<file path="config.mk">
export PLATFORM = sky130hd
export DESIGN_NAME = lsu_bus_initiator
export DESIGN_NICKNAME = d
export VERILOG_FILES = /design/src/rtl/lsu_bus_initiator.sv
export SDC_FILE = /design/constraint.sdc
export NUM_CORES = 1
export LEC_CHECK = 0
export BUFFER_PORTS_ARGS = -buffer_cell sky130_fd_sc_hd__buf_2
export CELL_PAD_IN_SITES_DETAIL_PLACEMENT = 1
export CELL_PAD_IN_SITES_GLOBAL_PLACEMENT = 2
export CORE_MARGIN = 2
export CORE_UTILIZATION = 25
export CTS_BUF_LIST = sky130_fd_sc_hd__clkbuf_8
export DETAILED_ROUTE_END_ITERATION = 16
export PLACE_DENSITY = 0.84
export SLEW_MARGIN = 20
export SYNTH_ARGS = -nofsm -noshare
export SYNTH_HDL_FRONTEND = slang
export SYNTH_SLANG_ARGS = --single-unit
</file>
<file path="constraint.sdc">
create_clock -name clk -period 2 [get_ports clk]
set_input_delay 0.4 -clock clk [delete_from_list [all_inputs] [get_ports clk]]
set_output_delay 0.4 -clock clk [all_outputs]
set_load 0.02 [all_outputs]
</file>
<file path="src/rtl/lsu_bus_initiator.sv">
// Load/store bus initiator: accepts one CPU access and shapes it into a word-aligned
// memory request. It runs the request/response handshake and returns extended load data.
module lsu_bus_initiator #(
    parameter int unsigned TIMEOUT_CYCLES = 1023
) (
    input  logic        clk,
    input  logic        rst,
    input  logic        lsu_valid,
    output logic        lsu_ready,
    input  logic        lsu_wen,
    input  logic [2:0]  lsu_func,
    input  logic [31:0] lsu_addr,
    input  logic [31:0] lsu_wdata,
    output logic        lsu_done,
    output logic        lsu_err,
    output logic [31:0] lsu_rdata,
    output logic        mem_req_valid,
    input  logic        mem_req_ready,
    output logic        mem_wen,
    output logic [31:0] mem_addr,
    output logic [7:0]  mem_wmask,
    output logic [31:0] mem_wdata,
    input  logic        mem_resp_valid,
    output logic        mem_resp_ready,
    input  logic [31:0] mem_rdata
);

    localparam int unsigned CNT_W = $clog2(TIMEOUT_CYCLES + 1);
    localparam logic [CNT_W-1:0] TIMEOUT_VAL = CNT_W'(TIMEOUT_CYCLES);

    typedef enum logic [1:0] {IDLE, REQ, RESP, DONE} state_t;

    state_t            state, state_next;
    logic [CNT_W-1:0]  cnt, cnt_next, cnt_inc;
    logic              wen_q;
    logic [2:0]        func_q;
    logic [1:0]        off_q;
    logic [29:0]       addr_q;
    logic [7:0]        wmask_q;
    logic [31:0]       wdata_q;

    logic              req_legal;
    logic [4:0]        wshift;
    logic [7:0]        shaped_mask;
    logic [31:0]       shaped_wdata;
    logic [31:0]       shifted_rdata;
    logic [31:0]       load_data;
    logic              result_load;
    logic              result_err;
    logic [31:0]       result_data;

    assign lsu_ready      = (state == IDLE);
    assign lsu_done       = (state == DONE);
    assign mem_req_valid  = (state == REQ);
    assign mem_resp_ready = (state == RESP);
    assign mem_wen        = wen_q;
    assign mem_addr       = {addr_q, 2'b00};
    assign mem_wmask      = wmask_q;
    assign mem_wdata      = wdata_q;

    // Alignment follows the access size; stores have no unsigned variants.
    always_comb begin
        req_legal = 1'b0;
        case (lsu_func)
            3'b000:  req_legal = 1'b1;
            3'b001:  req_legal = ~lsu_addr[0];
            3'b010:  req_legal = (lsu_addr[1:0] == 2'b00);
            3'b100:  req_legal = ~lsu_wen;
            3'b101:  req_legal = ~lsu_wen & ~lsu_addr[0];
            default: req_legal = 1'b0;
        endcase
    end

    assign wshift = {lsu_addr[1:0], 3'b000};

    // NOTE: every always_comb output gets a default first so no latch is inferred.
    always_comb begin
        shaped_mask  = 8'h00;
        shaped_wdata = 32'h0;
        if (lsu_wen) begin
            case (lsu_func[1:0])
                2'b00: begin
                    shaped_mask  = 8'h01 << lsu_addr[1:0];
                    shaped_wdata = {24'h0, lsu_wdata[7:0]} << wshift;
                end
                2'b01: begin
                    shaped_mask  = 8'h03 << lsu_addr[1:0];
                    shaped_wdata = {16'h0, lsu_wdata[15:0]} << wshift;
                end
                default: begin
                    shaped_mask  = 8'h0F;
                    shaped_wdata = lsu_wdata;
                end
            endcase
        end
    end

    assign shifted_rdata = mem_rdata >> {off_q, 3'b000};

    always_comb begin
        case (func_q)
            3'b000:  load_data = {{24{shifted_rdata[7]}}, shifted_rdata[7:0]};
            3'b001:  load_data = {{16{shifted_rdata[15]}}, shifted_rdata[15:0]};
            3'b100:  load_data = {24'h0, shifted_rdata[7:0]};
            3'b101:  load_data = {16'h0, shifted_rdata[15:0]};
            default: load_data = shifted_rdata;
        endcase
    end

    assign cnt_inc = cnt + 1'b1;

    always_comb begin
        state_next  = state;
        cnt_next    = cnt;
        result_load = 1'b0;
        result_err  = 1'b0;
        result_data = 32'h0;
        unique case (state)
            IDLE: begin
                if (lsu_valid) begin
                    if (req_legal) begin
                        state_next = REQ;
                    end else begin
                        state_next  = DONE;
                        result_load = 1'b1;
                        result_err  = 1'b1;
                    end
                end
            end
            REQ: begin
                if (mem_req_ready) state_next = RESP;
            end
            RESP: begin
                // A response arriving on the final timeout cycle still wins.
                if (mem_resp_valid) begin
                    state_next  = DONE;
                    result_load = 1'b1;
                    result_data = wen_q ? 32'h0 : load_data;
                end else begin
                    cnt_next = cnt_inc;
                    if (cnt_inc == TIMEOUT_VAL) begin
                        state_next  = DONE;
                        result_load = 1'b1;
                        result_err  = 1'b1;
                    end
                end
            end
            DONE: begin
                state_next = IDLE;
                cnt_next   = '0;
            end
            default: state_next = IDLE;
        endcase
    end

    // NOTE: sequential state uses non-blocking assignments so every flop samples pre-edge values.
    always_ff @(posedge clk) begin
        if (rst) begin
            state     <= IDLE;
            cnt       <= '0;
            wen_q     <= 1'b0;
            func_q    <= 3'b000;
            off_q     <= 2'b00;
            addr_q    <= 30'h0;
            wmask_q   <= 8'h00;
            wdata_q   <= 32'h0;
            lsu_err   <= 1'b0;
            lsu_rdata <= 32'h0;
        end else begin
            state <= state_next;
            cnt   <= cnt_next;
            if (state == IDLE && lsu_valid) begin
                wen_q   <= lsu_wen;
                func_q  <= lsu_func;
                off_q   <= lsu_addr[1:0];
                addr_q  <= lsu_addr[31:2];
                wmask_q <= shaped_mask;
                wdata_q <= shaped_wdata;
            end
            if (result_load) begin
                lsu_err   <= result_err;
                lsu_rdata <= result_data;
            end
        end
    end

endmodule

</file>
Word-level counts from Yosys, hierarchy flattened
Cells that the tools add are included.
{"block": "word_totals", "out_inout_bits": 110, "elab_cells": 68, "inputBits": 105, "reg_bits": 121}
{"block": "classes", "n_reduce_logical": 9, "n_eq_ne": 16, "muxes": 24, "addsub": 1, "bitwise_logic": 3, "shifts": 5}
{"operator": "$mux 32", "count": 4}
{"operator": "$pmux 32 s4", "count": 1}
{"operator": "$pmux 32 s2", "count": 1}
{"operator": "$shl 16x5->32", "count": 1}
{"operator": "$shl 8x5->32", "count": 1}
{"operator": "$shr 32x5->32", "count": 1}
{"operator": "$pmux 10 s2", "count": 1}
{"operator": "$pmux 8 s2", "count": 1}
{"operator": "$eq 3x3->1 const B", "count": 4}
{"operator": "$add 10x1->10 const B", "count": 1}
{"operator": "$eq 10x10->1 const B", "count": 1}
{"operator": "$mux 10", "count": 1}
{"operator": "$mux 2", "count": 5}
{"operator": "$mux 8", "count": 1}
{"operator": "$pmux 2 s4", "count": 1}
{"operator": "$shl 1x2->8 const A", "count": 1}
{"operator": "$shl 2x2->8 const A", "count": 1}
{"operator": "$eq 3x1->1 const B", "count": 2}
{"operator": "$logic_not 2->1", "count": 3}
{"operator": "$logic_not 3->1", "count": 2}
{"operator": "$mux 1", "count": 5}
{"operator": "$pmux 1 s5", "count": 1}
{"operator": "$eq 2x1->1 const B", "count": 2}
{"operator": "$eq 2x2->1 const B", "count": 2}
{"operator": "other kinds (11)", "count": 14}

Depth between registers and ports, before layout
Gate-level depths: netlist (run 1).
{"block": "depth", "word_depth": 6, "depth_mapped": 9, "depth_no_buf": 8}

Worst setup path after synthesis (run 1)
OpenSTA, ideal clock, no wires.
{"block": "synth_timing", "path_type": "reg2reg", "start": "reg state[0]", "end": "reg lsu_rdata[31]", "t_arrival_ns": 1.988, "path_slack_ns": -0.073, "setup_ns": 0.086, "synth_period_minus_slack_ns": 2.073, "stages_incl_launch_ff": 8, "n_path_buf": 0, "required_ns": 1.914, "path_cell_list": "dfxtp_1 > inv_1 > ha_1 > nand2_2 > or4_1 > nor2_2 > a31oi_2 > a211oi_1"}
{"block": "synth_between", "elab_chain_len": 2, "word_cells_on_any_way": 4, "classes_between": "eq/ne (1); mux (2); reduce/logical (1)"}
{"item": "start: declaration", "line_no": "33", "source": "state_t state, state_next;"}
{"item": "start signal: assignment", "line_no": "170", "source": "state <= state_next;"}
{"item": "$eq 2x2->1 *"}
{"item": "named net mem_resp_ready", "line_no": "24", "source": "output logic mem_resp_ready,"}
{"item": "$pmux 1 s2 / $mux 32 (equally long branches)", "line_no": "118", "source": "unique case (state)"}
{"item": "end signal: assignment", "line_no": "182", "source": "lsu_rdata <= result_data;"}
{"item": "end: declaration", "line_no": "16", "source": "output logic [31:0] lsu_rdata,"}
Mark *: on every way through the listed nets, which the timed path passes. The rest lies on a longest branch.
A chain may end at the register's enable or synchronous reset.

Worst setup path in the final report (run 1)
{"block": "layout_timing", "start": "reg cnt[1]", "end": "reg lsu_rdata[7]"}
{"block": "layout_between", "elab_chain_len": 5}
{"item": "start: declaration", "line_no": "34", "source": "logic [CNT_W-1:0] cnt, cnt_next, cnt_inc;"}
{"item": "start signal: assignment", "line_no": "171", "source": "cnt <= cnt_next;"}
{"item": "$add 10x1->10", "line_no": "110", "source": "assign cnt_inc = cnt + 1'b1;"}
{"item": "$eq 10x10->1", "line_no": "141", "source": "if (cnt_inc == TIMEOUT_VAL) begin"}
{"item": "$mux 1", "line_no": "141"}
{"item": "$mux 1", "line_no": "135", "source": "if (mem_resp_valid) begin"}
{"item": "$pmux 1 s2", "line_no": "118"}
Every way passes these cells.

==> results of run 1 <==
power groups by stage:
| stage | Sequential [mW] | Clock [mW] | Combinational (mW) |
|---|---|---|---|
| after global routing | 2.99 | 2.29 | 3.38 |
| final | 2.94 | 2.12 | 3.05 |
| after floorplan | 3.34 | 0 | 1.52 |
| after global placement | 2.98 | 0 | 2.97 |
| after detailed placement | 2.99 | 0 | 3.01 |
| after CTS | 2.94 | 2.19 | 3.04 |
cell usage in the layout (no fill, tap or decap), types with 4 or more instances in the layout:
cell	Yosys	routed
nand2_2	3	5
clkbuf_8	0	17
nor3_1	23	23
o21ai_0	33	33
nor2_1	67	67
clkinvlp_4	0	4
a21oi_1	75	75
nor2b_1	6	5
nand2_1	113	111
clkinv_2	0	4
mux2_2	9	9
a222oi_1	8	8
dfxtp_1	118	115
buf_4	6	40
o2bb2ai_1	8	8
a22o_1	15	15
buf_2	5	209
mux2i_1	16	16
a211oi_1	17	15
inv_1	5	4
conb_1	1	5
clkinv_4	0	4
a311oi_1	5	5
a22oi_1	32	32
timing repair:
action | in CTS | in global routing
endpoints found under the hold margin | 0 | 0
setup endpoints to repair | 22 | 37
buffers inserted | 1 | 0
gates resized for setup | 6 | 17
pin swaps | 1 | 5
cloned | 0 | 1
flip-flops by register name, indices dropped and copies added, names as in the netlist:
register	cells
lsu_err	1
mem_wmask	5
off_q	2
mem_wen	1
lsu_rdata	32
mem_wdata	32
state	2
cnt	10
addr_q	30
func_q	3
per-layer routing:
metal / routed length (µm) / share of wire / track usage
met1: 9116 / 0.45 / 0.2174
met2: 9623 / 0.47 / 0.2819
met3: 1393 / 0.068 / 0.05904
met4: 232 / 0.011 / 0.04406
met5: 0 / 0 / 0
cell type report:
| cell class | instances | area, µm² |
|---|---|---|
| Clock buffer | 17 | 234.0 |
| Multi-Input combinational cell | 489 | 2922 |
| Tap cell | 280 | 350.3 |
| Clock inverter | 15 | 132.6 |
| Timing Repair Buffer | 253 | 1418 |
| Sequential cell | 118 | 2366 |
| Inverter | 5 | 18.77 |
| Fill cell | 2694 | 14180 |
cell families after synthesis:
logic type               Yosys count  share of synthesized area
AND/OR/NAND/NOR                  242                     0.1985
AO/OA/AOI/OAI                    208                     0.2494
flip-flops                       118                     0.4316
buffers and inverters             62                    0.05349
multiplexers                      25                    0.04778
adder cells (fa/ha/maj)            6                    0.01372
XOR/XNOR                           3                   0.004802
other                              1                  0.0006852
worst reg2reg max path, stage by stage, from the launching register on:
cell and delay [ns]:
dfxtp_2 0.34, ha_4 0.17, and2_1 0.17, o31a_1 0.28, o22ai_2 0.18, and3_4 0.25, nor3_4 0.06, buf_12 0.16
a2bb2o_2 0.26
how the worst max path moves through the flow:
stage / start / end / cells after the start
floorplan: cnt[1]$_SDFFE_PP0P_ / lsu_rdata[5]$_SDFFE_PP0P_ / 9
global placement: cnt[1]$_SDFFE_PP0P_ / lsu_rdata[7]$_SDFFE_PP0P_ / 8
detailed placement: cnt[1]$_SDFFE_PP0P_ / lsu_rdata[27]$_SDFFE_PP0P_ / 8
CTS: cnt[0]$_SDFFE_PP0P_ / lsu_rdata[7]$_SDFFE_PP0P_ / 8
global route: cnt[0]$_SDFFE_PP0P_ / lsu_rdata[27]$_SDFFE_PP0P_ / 10
finish: cnt[1]$_SDFFE_PP0P_ / lsu_rdata[7]$_SDFFE_PP0P_ / 8
per-stage QoR:
stage	setup TNS (ns)	power, mW	util	instance area, µm²
after global routing	-0.01371	8.654	0.3442	7441
after floorplan	0	4.860	-	5495
after CTS	0	8.167	0.3406	7363
final	0	8.113	0.3442	7441
after global placement	0	5.948	0.3220	6963
after detailed placement	-0.1259	6.002	0.3220	6963
==> results.cfg, run 1 <==
[worst_setup_path]
r2r_cells = 8
crit_buf_inv = 1
r2r_end = lsu_rdata[7]$_SDFFE_PP0P_
crit_path_max_incr_delay_ns = 0.34
worstPathMaxFanout = 16
critPathRequiredTime_ns = 2.34
worstReg2RegStart = cnt[1]$_SDFFE_PP0P_
regToRegSetupSlack_ns = 0.02
path_delay_family = compound AO/OA/AOI/OAI gates
worstPathArrival_ns = 2.32
critPathSlowestCell = dfxtp_2
worstSetupPathType = reg -> reg
crit_chain = ha_4 > and2_1 > o31a_1 > o22ai_2 > and3_4 > nor3_4 > buf_12 > a2bb2o_2
end_kind = flip-flop
critPathLaunchType = flip-flop

[synth]
yosysSeqAreaShare = 0.4316
synth_edf_count = 0
yosys.area.top_type = dfxtp_1
async_reset_ff_frac = 0
synth_flop_cell = dfxtp_1
syn-cell-area_um2 = 5473
yosysMostFrequentCell = dfxtp_1
synth_cell_types = 59
synth_seq_cells = 118
yosysTopAreaCellShare = 0.4316
syn_avg_cell_area_um2 = 8.230
ys_warn_count = 0
synth.area.top_cells = dfxtp_1 (43%), nand2_1 (7.8%), a21oi_1 (6.9%), nor2_1 (4.6%), a22oi_1 (4.4%)
netlist_instances = 665
netlist_top_cells_count = dfxtp_1 (118), nand2_1 (113), a21oi_1 (75)

[cts]
clk_latency_ns = 0.45
ctsHoldBuffers = 0
cts_tree = built
clock-root-buffer = clkbuf_8
cts_buffer_depth = 2
clk_pin_slew_worst_paths_ns = 0.09
cts_max_level = 4
cts_made_buffers = 17
clock_sinks = 118

[timing]
finalCriticalPeriod_ns = 1.977
period_share = 0.9884
whs_ns = 0.1822
max_freq_mhz = 505.9
finalHoldViolations = 0
tightest_slew_ns = 0.8275
setup_slack_ns = 0.02313
setup_viol = 0
drv_slew = 0
fin_skew_ns = 0.01126
slew-limit-headroom = 0.4441

[drt]
drc = 0
drt_wl_total_mm = 20.37
drt_iter0_markers = 252
wire_per_inst_um = 17.30
vias_per_cell = 4.891
drt-pass1-iter-count = 5
ant_nets = 0
vias = 5757

[global_route]
grt_usage = 0.1722
grt_max_degree = 63
grt_pass1_wl_mm = 32.03
grt_pass1_vias = 5782
grt.overflow.total = 0
antenna_found_initial = 0

[status]
outcome = complete, no violations

[placed_design]
placed_cells = 1143
numPortBuffers = 209
dpl.hpwl_mm = 14.84
place.gp.congestion = 0.8098
pre_cts_slack_ns = -0.04126

[min_path]
min_path_type = in -> reg
hold_start = lsu_wdata[28]
hold_depth = 3
holdPathEnd = mem_wdata[28]$_SDFFE_PP0P_

[flow_run]
max_cap_viol_count = 0

[die]
die_w_um = 152.0
core_area_um2 = 21620
io_pins = 215
initial_utilization = 0.2531
num_rows = 54
die_y_um = 152.0
die_area_um2 = 23090

[final_layout]
nets = 995
drive_above_1_share = 0.3634
antenna_cells = 0
area_growth_pct = 35.96
layoutNonFillerInstCount = 1177

[pwr]
powerDensity_nw_per_um2 = 1090
pwr-share-seq = 0.363
p_int_mw = 4.810
p_switching_mw = 3.303
ir_worst_vdd_v = 0.0003709
p_leak_nw = 3.191
pwr-share-clk = 0.261
switching_share = 0.4071
comb_power_share = 0.377
Note: power is estimated with default switching activity, not from simulation.
==> run 2, diff against run 1 <==
--- a/config.mk
+++ b/config.mk
@@ -8,7 +8,7 @@
 export BUFFER_PORTS_ARGS = -buffer_cell sky130_fd_sc_hd__buf_2
 export CELL_PAD_IN_SITES_DETAIL_PLACEMENT = 1
 export CELL_PAD_IN_SITES_GLOBAL_PLACEMENT = 2
-export CORE_MARGIN = 2
+export CORE_MARGIN = 1.5
 export CORE_UTILIZATION = 25
 export CTS_BUF_LIST = sky130_fd_sc_hd__clkbuf_8
 export DETAILED_ROUTE_END_ITERATION = 16
==> results.cfg, run 2 (synthesis gave the netlist of run 1 again) <==
[status]
outcome = complete, no violations

[pwr]
p_int_mw = 4.900
pwr-share-clk = 0.259
p_switching_mw = 3.298
pwr-share-seq = 0.359
total_power_mw = 8.198
ir_worst_vdd_v = 0.0004778
switching_share = 0.4023
powerDensity_nw_per_um2 = 1092
p_leak_nw = 3.214
comb_power_share = 0.382

[die]
num_rows = 53
die_y_um = 151.0
initial_utilization = 0.2579
die_area_um2 = 22790
core_area_um2 = 21220
io_pins = 215
die_w_um = 151.0

[global_route]
grt.met1_usage = 0.2174
grt_pass1_wl_mm = 31.10
grt.overflow.total = 0
use_met3 = 0.05783
top_usage_layer = met2
grt_max_degree = 61
antenna_found_initial = 1
grt_pass1_vias = 5747
grt_usage = 0.1769
grt_util_met2 = 0.2909

[placed_design]
place.gp.congestion = 0.8047
dpl_cell_area_um2 = 7014
numPortBuffers = 209
pre_cts_slack_ns = -0.05705
dpl.hpwl_mm = 15.18

[drt]
drt_wl_total_mm = 20.38
wire_per_inst_um = 17.29
vias = 5772
drt-pass1-iter-count = 5
ant_nets = 0
vias_per_cell = 4.896
drt_iter0_markers = 196
drc = 0

[cts]
clk_pin_slew_worst_paths_ns = 0.09
clock-root-buffer = clkbuf_8
cts_tree = built
cts_made_buffers = 17
clk_latency_ns = 0.44
clock_sinks = 118
cts_max_level = 4
ctsHoldBuffers = 0
cts_buffer_depth = 2

[final_layout]
fin_area_um2 = 7507
area_growth_pct = 37.17
layout_common_cells = buf_2 (208), dfxtp_1 (115), nand2_1 (112)
mostFrequentLayoutCell = buf_2
drive_above_1_share = 0.3699
nets = 1001

[worst_setup_path]
critPathLaunchType = flip-flop
worstPathArrival_ns = 2.25
end_kind = flip-flop
worstPathMaxFanout = 16
worstSetupPathType = reg -> reg
critPathRequiredTime_ns = 2.34

[timing]
finalCriticalPeriod_ns = 1.914
period_share = 0.9570
rsz0062_at_grt = yes
fin_skew_ns = 0.008806
finalHoldViolations = 0
max_freq_mhz = 522.5
slew-limit-headroom = 0.5376
setup_slack_ns = 0.08603
setup_viol = 0
tightest_slew_ns = 0.6906
fin_tns_setup_ns = 0
whs_ns = 0.1761
drv_slew = 0

[flow_run]
max_cap_viol_count = 0

[min_path]
min_path_type = in -> reg
-- run 2: power by group through the flow --
stage          sequential (mW)  combinational, mW  clock, mW
6_report                  2.94               3.13       2.12
5_1_grt                   2.99               3.45       2.31
4_1_cts                   2.93               3.08       2.20
3_5_place_dp              2.98               3.07          0
3_3_place_gp              2.98               3.02          0
2_1_floorplan             3.34               1.52          0
-- run 2: area by class of cell --
type	instances	area (µm²)
Tap cell	275	344.1
Inverter	5	18.77
Timing Repair Buffer	259	1473
Sequential cell	118	2366
Clock inverter	14	128.9
Antenna cell	1	2.502
Multi-Input combinational cell	489	2927
Fill cell	2628	13710
Clock buffer	18	247.7
-- run 2: critical path, stage by stage, from the launching register on --
cell      delay [ns]
dfxtp_2         0.32
ha_2            0.19
and2_1          0.16
o31a_1          0.25
o22ai_2         0.19
and3_4          0.23
nor3_4          0.05
buf_12          0.16
a2bb2o_1        0.26
-- run 2: what timing repair did --
action,CTS,global route
setup buffers,0,2
setup endpoints to repair,13,39
resized for setup,4,21
gates cloned,0,1
pin swaps,0,11
-- run 2: layer usage --
metal	up-vias	wire length, µm
li1	2819	-
met1	2741	8890
met2	191	9587
met3	21	1617
met4	0	288
met5	-	0
-- run 2: through the flow --
stage / cells / util
2_1_floorplan: 669 / -
3_3_place_gp: 1144 / 0.3305
3_5_place_dp: 1144 / 0.3305
4_1_cts: 1176 / 0.3490
5_1_grt: 1178 / 0.3537
6_report: 1179 / 0.3538
-- run 2: path summary, 6_finish.rpt --
| kind | start | end | slack, ns | depth (start not counted) |
|---|---|---|---|---|
| max reg2reg | cnt[1]$_SDFFE_PP0P_ | lsu_rdata[7]$_SDFFE_PP0P_ | 0.09 | 8 |
| min | lsu_addr[10] | addr_q[8]$_SDFFE_PP0P_ | 0.18 | 3 |
| max | cnt[1]$_SDFFE_PP0P_ | lsu_rdata[7]$_SDFFE_PP0P_ | 0.09 | 8 |
| min reg2reg | addr_q[24]$_SDFFE_PP0P_ | addr_q[24]$_SDFFE_PP0P_ | 0.45 | 2 |
